===== src/rtl/square_dds_pkg.sv =====
// Shared definitions for the N-channel square-wave DDS.
//   state_t       : top-level run/idle state
//   DEF_ACC_W     : default accumulator / config word width
//   DEF_PHASE_MOD : default accumulator modulus (clock rate, so words are in Hz)
package square_dds_pkg;

  typedef enum logic {
    IDLE = 1'b0,
    RUN  = 1'b1
  } state_t;

  localparam int unsigned DEF_ACC_W     = 32;
  localparam int unsigned DEF_PHASE_MOD = 50_000_000;

endpackage


===== src/rtl/square_dds_channel.sv =====
// One square-wave DDS channel: modulo-PHASE_MOD phase accumulator, duty
// comparator and wrap detection.
//   clk_in, rst_n : clock, async active-low reset
//   run           : advance the accumulator and drive sq/wrap (else both 0)
//   load          : load acc with phase (reduced once modulo PHASE_MOD)
//   phase/freq/duty : active configuration for this channel
//   sq            : registered square output (acc < duty)
//   wrap          : registered one-cycle wrap pulse
//   wrap_next     : combinational "this edge wraps" flag, used for commit timing
module square_dds_channel
  import square_dds_pkg::*;
#(
  parameter int unsigned ACC_W     = DEF_ACC_W,
  parameter int unsigned PHASE_MOD = DEF_PHASE_MOD
) (
  input  logic             clk_in,
  input  logic             rst_n,
  input  logic             run,
  input  logic             load,
  input  logic [ACC_W-1:0] phase,
  input  logic [ACC_W-1:0] freq,
  input  logic [ACC_W-1:0] duty,
  output logic             sq,
  output logic             wrap,
  output logic             wrap_next
);

  localparam logic [ACC_W:0]   MOD_X = (ACC_W+1)'(PHASE_MOD);
  localparam logic [ACC_W-1:0] MOD_A = ACC_W'(PHASE_MOD);

  logic [ACC_W-1:0] acc;
  logic [ACC_W-1:0] acc_step;
  logic [ACC_W-1:0] phase_red;
  logic [ACC_W:0]   sum;

  // Sum carried at ACC_W+1 bits so acc + freq cannot overflow before the compare.
  always_comb begin
    sum       = {1'b0, acc} + {1'b0, freq};
    wrap_next = (sum >= MOD_X);
    acc_step  = wrap_next ? ACC_W'(sum - MOD_X) : ACC_W'(sum);
    phase_red = (phase >= MOD_A) ? (phase - MOD_A) : phase;
  end

  always_ff @(posedge clk_in or negedge rst_n) begin
    if (!rst_n) begin
      acc  <= '0;
      sq   <= 1'b0;
      wrap <= 1'b0;
    end else begin
      if (run) begin
        sq   <= (acc < duty);
        wrap <= wrap_next;
      end else begin
        sq   <= 1'b0;
        wrap <= 1'b0;
      end
      if (load) begin
        acc <= phase_red;
      end else if (run) begin
        acc <= acc_step;
      end
    end
  end

endmodule


===== src/rtl/square_dds_nch.sv =====
// N-channel square-wave DDS for lock-in reference generation.
// Double-buffered configuration: cfg_wr fills per-channel shadow registers,
// cfg_commit transfers all shadows to the active bank (immediately in IDLE,
// at the next channel-0 wrap in RUN so every channel restarts phase-coherently).
//   clk_in, rst_n     : clock, async active-low reset
//   out_en            : run enable (level)
//   cfg_wr, cfg_ch    : shadow write strobe / target channel (>= N_CH ignored)
//   cfg_freq/phase/duty : shadow write data
//   cfg_commit        : request shadow->active transfer for all channels
//   commit_busy       : commit pending in RUN
//   running           : registered state == RUN
//   sq_out            : square outputs, one per channel
//   wrap_pulse        : one-cycle pulse per channel accumulator wrap
module square_dds_nch
  import square_dds_pkg::*;
#(
  parameter int unsigned N_CH      = 4,
  parameter int unsigned ACC_W     = DEF_ACC_W,
  parameter int unsigned PHASE_MOD = DEF_PHASE_MOD,
  parameter int unsigned CH_IDX_W  = 4
) (
  input  logic                clk_in,
  input  logic                rst_n,
  input  logic                out_en,
  input  logic                cfg_wr,
  input  logic [CH_IDX_W-1:0] cfg_ch,
  input  logic [ACC_W-1:0]    cfg_freq,
  input  logic [ACC_W-1:0]    cfg_phase,
  input  logic [ACC_W-1:0]    cfg_duty,
  input  logic                cfg_commit,
  output logic                commit_busy,
  output logic                running,
  output logic [N_CH-1:0]     sq_out,
  output logic [N_CH-1:0]     wrap_pulse
);

  logic [ACC_W-1:0] sh_freq      [N_CH];
  logic [ACC_W-1:0] sh_phase     [N_CH];
  logic [ACC_W-1:0] sh_duty      [N_CH];
  logic [ACC_W-1:0] sh_freq_nxt  [N_CH];
  logic [ACC_W-1:0] sh_phase_nxt [N_CH];
  logic [ACC_W-1:0] sh_duty_nxt  [N_CH];
  logic [ACC_W-1:0] act_freq     [N_CH];
  logic [ACC_W-1:0] act_phase    [N_CH];
  logic [ACC_W-1:0] act_duty     [N_CH];
  logic [ACC_W-1:0] ch_phase     [N_CH];

  logic [N_CH-1:0] wrap_next;
  logic            unused_wrap_next;

  state_t state, state_nxt;
  logic   run_ch;
  logic   ch_load;
  logic   apply_wrap;
  logic   copy_active;
  logic   busy_nxt;

  // Shadow view including this cycle's write, so a same-cycle commit sees it.
  always_comb begin
    for (int unsigned i = 0; i < N_CH; i++) begin
      sh_freq_nxt[i]  = sh_freq[i];
      sh_phase_nxt[i] = sh_phase[i];
      sh_duty_nxt[i]  = sh_duty[i];
      if (cfg_wr && (cfg_ch == CH_IDX_W'(i))) begin
        sh_freq_nxt[i]  = cfg_freq;
        sh_phase_nxt[i] = cfg_phase;
        sh_duty_nxt[i]  = cfg_duty;
      end
    end
  end

  always_ff @(posedge clk_in or negedge rst_n) begin
    if (!rst_n) begin
      state <= IDLE;
    end else begin
      state <= state_nxt;
    end
  end

  always_comb begin
    state_nxt = state;
    unique case (state)
      IDLE:    if (out_en)  state_nxt = RUN;
      RUN:     if (!out_en) state_nxt = IDLE;
      default: state_nxt = IDLE;
    endcase
  end

  always_comb begin
    run_ch      = (state == RUN) && out_en;
    apply_wrap  = run_ch && commit_busy && wrap_next[0];
    copy_active = 1'b0;
    busy_nxt    = 1'b0;
    unique case (state)
      IDLE: copy_active = cfg_commit;
      RUN: begin
        if (!out_en) begin
          // Leaving RUN: any pending or fresh commit is applied on entry to IDLE.
          copy_active = commit_busy || cfg_commit;
        end else begin
          copy_active = apply_wrap;
          busy_nxt    = !apply_wrap && (commit_busy || cfg_commit);
        end
      end
      default: ;
    endcase
    // Outside RUN the accumulators track the active phase every cycle.
    ch_load = !run_ch || apply_wrap;
    for (int unsigned i = 0; i < N_CH; i++) begin
      ch_phase[i] = apply_wrap ? sh_phase_nxt[i] : act_phase[i];
    end
  end

  always_ff @(posedge clk_in or negedge rst_n) begin
    if (!rst_n) begin
      commit_busy <= 1'b0;
      running     <= 1'b0;
    end else begin
      commit_busy <= busy_nxt;
      running     <= (state_nxt == RUN);
    end
  end

  always_ff @(posedge clk_in or negedge rst_n) begin
    if (!rst_n) begin
      for (int unsigned i = 0; i < N_CH; i++) begin
        sh_freq[i]   <= '0;
        sh_phase[i]  <= '0;
        sh_duty[i]   <= '0;
        act_freq[i]  <= '0;
        act_phase[i] <= '0;
        act_duty[i]  <= '0;
      end
    end else begin
      for (int unsigned i = 0; i < N_CH; i++) begin
        sh_freq[i]  <= sh_freq_nxt[i];
        sh_phase[i] <= sh_phase_nxt[i];
        sh_duty[i]  <= sh_duty_nxt[i];
        if (copy_active) begin
          act_freq[i]  <= sh_freq_nxt[i];
          act_phase[i] <= sh_phase_nxt[i];
          act_duty[i]  <= sh_duty_nxt[i];
        end
      end
    end
  end

  for (genvar g = 0; g < N_CH; g++) begin : g_ch
    square_dds_channel #(
      .ACC_W     (ACC_W),
      .PHASE_MOD (PHASE_MOD)
    ) u_ch (
      .clk_in    (clk_in),
      .rst_n     (rst_n),
      .run       (run_ch),
      .load      (ch_load),
      .phase     (ch_phase[g]),
      .freq      (act_freq[g]),
      .duty      (act_duty[g]),
      .sq        (sq_out[g]),
      .wrap      (wrap_pulse[g]),
      .wrap_next (wrap_next[g])
    );
  end

  // Only channel 0's wrap times the commit.
  assign unused_wrap_next = ^wrap_next;

endmodule


===== config.mk =====
export PLATFORM = sky130hd
export DESIGN_NAME = square_dds_nch
export DESIGN_NICKNAME = d
export VERILOG_FILES = /design/src/rtl/square_dds_pkg.sv /design/src/rtl/square_dds_channel.sv /design/src/rtl/square_dds_nch.sv
export SDC_FILE = /design/constraint.sdc
export NUM_CORES = 2
export LEC_CHECK = 0
export ABC_AREA = 0
export BUFFER_PORTS_ARGS = -buffer_cell sky130_fd_sc_hd__clkbuf_2
export CAP_MARGIN = 20
export CORE_MARGIN = 1.5
export CORE_UTILIZATION = 61
export CTS_BUF_LIST = sky130_fd_sc_hd__clkbuf_8
export CTS_CLUSTER_DIAMETER = 200
export CTS_CLUSTER_SIZE = 16
export DETAILED_ROUTE_END_ITERATION = 7
export PLACE_DENSITY = 0.86
export SKIP_CTS_REPAIR_TIMING = 1
export SYNTH_ARGS = -nofsm -noshare
export SYNTH_HDL_FRONTEND = slang
export SYNTH_SLANG_ARGS = --single-unit

===== constraint.sdc =====
create_clock -name clk_in -period 11.7 [get_ports clk_in]
set_input_delay 1.755 -clock clk_in [delete_from_list [all_inputs] [get_ports clk_in]]
set_output_delay 1.755 -clock clk_in [all_outputs]
set_load 0.02 [all_outputs]

==> impl_metrics.tcl <==
set metrics [dict create \
    post-route-period-util_pct 64.3 \
    first_pass_iters 6 \
    core_area_um2 82500 \
    vdd.ir_drop.worst_v 0.000157 \
    cts_made_buffers 66 \
    fin_util_pct 65.0 \
    min_period_ns 7.52 \
    ys_seq_area_share_pct 44.3 \
    layout-drive-gt1-share_pct 15.5 \
    gp_congestion 1.05 \
    avgSynthCellArea_um2 10.0 \
    p_per_area_nw_per_um2 277 \
    vias_per_cell 6.60 \
    grt_max_degree 200 \
    grt_pass1_wl_um 236000 \
    synth.distinct_cells 100 \
    port_buffers 114 \
    p_leak_nw 24.4 \
    antenna_found_initial 9 \
    synth_edf_count 0 \
    hold_viol 0 \
    finClkSkew_ns 0.0431 \
    relSlewSlack_pct 21.9 \
    hold_slack_ns 0.502 \
    status "complete, no violations" \
    setup_tns_ns 0 \
    fp.dieH_um 293 \
    grt.overflow.total 0 \
    hpwlAfterDp_um 114000 \
    synth_ff_type "dfrtp_1" \
    async_flop_share_pct 100 \
    place_area_um2 52600 \
    netlist_area_um2 51100 \
    synthCells 5104 \
    syn_nets 5473 \
    cts.sinks 906 \
    ys_seq_elements 906 \
    hold_class "reg2reg" \
    setup.worst_path.class "reg2reg" \
    route.detailed.drc 0 \
    route.vias.total 40815 \
    nNetsFinal 5470 \
    tightest_slew_ns 1.16 \
    required_ns 12.24 \
    hold_start "sh_freq[84]" \
    fp.dieW_um 293 \
    final_area_um2 53600 \
    grt_usage_pct 36.2 \
    grt_setup_unrepaired "no" \
    worstReg2RegStart "act_freq[96]" \
    reg2reg_to "g_ch[0].u_ch.acc[31]" \
    routed_wl_um 155000 \
    routedWlPerCell_um 25.1 \
    grt_pass1_vias 38776 \
    clock_latency_ns 0.73 \
    clockBufferDepth 3 \
    worst_r2r_path_depth 26 \
    cts_tree "yes" \
    hold-path-endpoint "sh_freq[84]" \
    setup.worst_path.end_class "register" \
    drtIter0Drc 4807 \
    antenna_left 0 \
    clock.fmax_ghz 0.133 \
    clockRootBuffer "clkbuf_8" \
    clk_pin_slew_worst_paths_ns 0.10 \
    placed_cells 6101 \
    htree_levels 3 \
    syn_to_final_growth_pct 4.91 \
    maxCapViolations 0 \
    crit_path_start_kind "register" \
    top_level_ports 115 \
    instances_no_fill 6185 \
    setup_viol 0 \
    crit_start "act_freq[96]" \
    num_rows 105 \
    rrSetupSlack_ns 4.18 \
    initial_core_util_pct 62.0 \
    dieArea_um2 85600 \
    finalMaxSlewViolations 0 \
    cp.arrival_ns 8.06 \
    fillers 6439 \
    ys_warn_count 0 \
    hold_depth 1 \
    cp_max_fo 114 \
]
==> through the flow <==
| stage | total power [mW] | setup WS, ns |
|---|---|---|
| finish | 14.9 | 4.18 |
| global route | 15.8 | 3.78 |
| CTS | 14.6 | 4.30 |
| detailed placement | 13.0 | 4.36 |
| global placement | 12.8 | 4.58 |
| floorplan | 10.4 | 5.55 |
==> cell type report <==
type                       count  area [um2]  area share (%)
multi-input combinational   3693       26500            49.5
sequential                   906       22700            42.3
tap                         1070        1340            2.50
timing repair buffer         161        1040            1.95
inverter                     273        1020            1.91
clock buffer                  69         950            1.77
clock inverter                 5        45.0          0.0840
antenna                        8        20.0          0.0373
==> synth_stat cells, drive strengths merged, types with 13 or more instances <==
master / count / share of area [%]
nand4: 55 / 0.67
and2: 22 / 0.27
nand2: 414 / 3.0
or3: 33 / 0.40
clkbuf: 138 / 1.0
o21bai: 17 / 0.25
mux2: 478 / 11
dfrtp: 906 / 44
nor2b: 40 / 0.49
nand2b: 32 / 0.39
a211oi: 52 / 0.81
ha: 260 / 6.4
mux2i: 133 / 2.6
o21ai: 329 / 3.2
inv: 273 / 2.0
o22ai: 17 / 0.21
and3: 38 / 0.47
nor3: 93 / 0.92
o21a: 28 / 0.41
a31oi: 42 / 0.51
or4: 13 / 0.20
nand3b: 16 / 0.23
nor3b: 19 / 0.28
buf: 94 / 0.93
nor4: 22 / 0.27
o2111ai: 17 / 0.29
o211ai: 42 / 0.64
or2: 17 / 0.21
a21o: 110 / 1.6
nand3: 103 / 1.0
a221oi: 15 / 0.27
xnor2: 180 / 3.1
nor2: 371 / 2.7
a2111oi: 14 / 0.29
xor2: 97 / 1.7
a21oi: 370 / 3.6
o31ai: 28 / 0.42
==> sequential cells by signal, summed over array words and instances, names as in the netlist, 128 cells and up <==
| register | cells |
|---|---|
| sh_freq | 128 |
| act_freq | 128 |
| sh_phase | 128 |
| act_phase | 128 |
| sh_duty | 128 |
| g_ch.u_ch.acc | 128 |
| act_duty | 128 |
==> cells by family (layout without fill, tap and decap cells) <==
logic type	after synthesis	count (layout)	share of synthesized area [%]
other cells	0	8	0
simple gates	1335	1335	12.4
compound gates	1206	1206	14.9
xor+xnor	277	277	4.76
buf+inv	505	508	3.95
fa+ha+maj	264	264	6.52
mux	611	611	13.1
flops	906	906	44.3
==> worst max-delay path by stage <==
stage | to | slack, ns | cells past startpoint
final | g_ch[0].u_ch.acc[31] | 4.18 | 26
after global routing | g_ch[0].u_ch.acc[31] | 3.78 | 26
after CTS | g_ch[0].u_ch.acc[31] | 4.30 | 26
after detailed placement | g_ch[0].u_ch.acc[31] | 4.36 | 26
after global placement | g_ch[0].u_ch.acc[31] | 4.58 | 26
after floorplan | g_ch[0].u_ch.acc[31] | 5.55 | 30
==> layout by cell type, fill, tap and decap left out, drive strengths merged, types with 32 or more instances in the layout <==
master / Yosys / final
a21o: 110 / 110
nand4: 55 / 55
a31oi: 42 / 42
nand2: 414 / 414
o21ai: 329 / 329
or3: 33 / 33
nand2b: 32 / 32
mux2i: 133 / 133
xor2: 97 / 97
mux2: 478 / 478
ha: 260 / 260
nor3: 93 / 93
dfrtp: 906 / 906
buf: 94 / 48
and3: 38 / 38
a21oi: 370 / 370
inv: 273 / 276
xnor2: 180 / 180
o211ai: 42 / 42
nor2: 371 / 371
nand3: 103 / 103
nor2b: 40 / 40
clkbuf: 138 / 182
a211oi: 52 / 52
==> power by group <==
part / switching [mW] / internal, mW
registers: 0.740 / 4.03
logic: 5.22 / 3.29
clock network: 1.03 / 0.539
==> metal layers <==
layer | share of wire (%) | global-route usage, % | vias to the layer above | routed length, um
met2 | 42 | 52.5 | 2092 | 65800
li1 | - | - | 18149 | -
met3 | 11 | 7.87 | 335 | 17200
met1 | 42 | 53.0 | 20235 | 66000
met5 | 0.015 | 0 | - | 23
met4 | 4.1 | 14.0 | 4 | 6410
==> worst max-delay path: stages, from the launching register on <==
cell and delay (ns):
dfrtp_1 0.39, ha_1 0.24, fa_1 0.44, a211oi_2 0.36
o211ai_2 0.20, and2_4 0.22, xnor2_2 0.21, ha_1 0.23
inv_1 0.07, a2111oi_2 0.38, o31ai_1 0.13, a311oi_1 0.54
o2111ai_4 0.20, nand2_4 0.68, buf_12 0.46, nor2_1 0.10
a21oi_1 0.25, ha_1 0.28, a21oi_1 0.08, or2_2 0.29
a21oi_1 0.13, o21ai_0 0.09, o21ai_1 0.38, a21oi_1 0.22
or4_1 0.44, a21oi_1 0.17, a211oi_1 0.08
(Power assumes the default switching activity.)
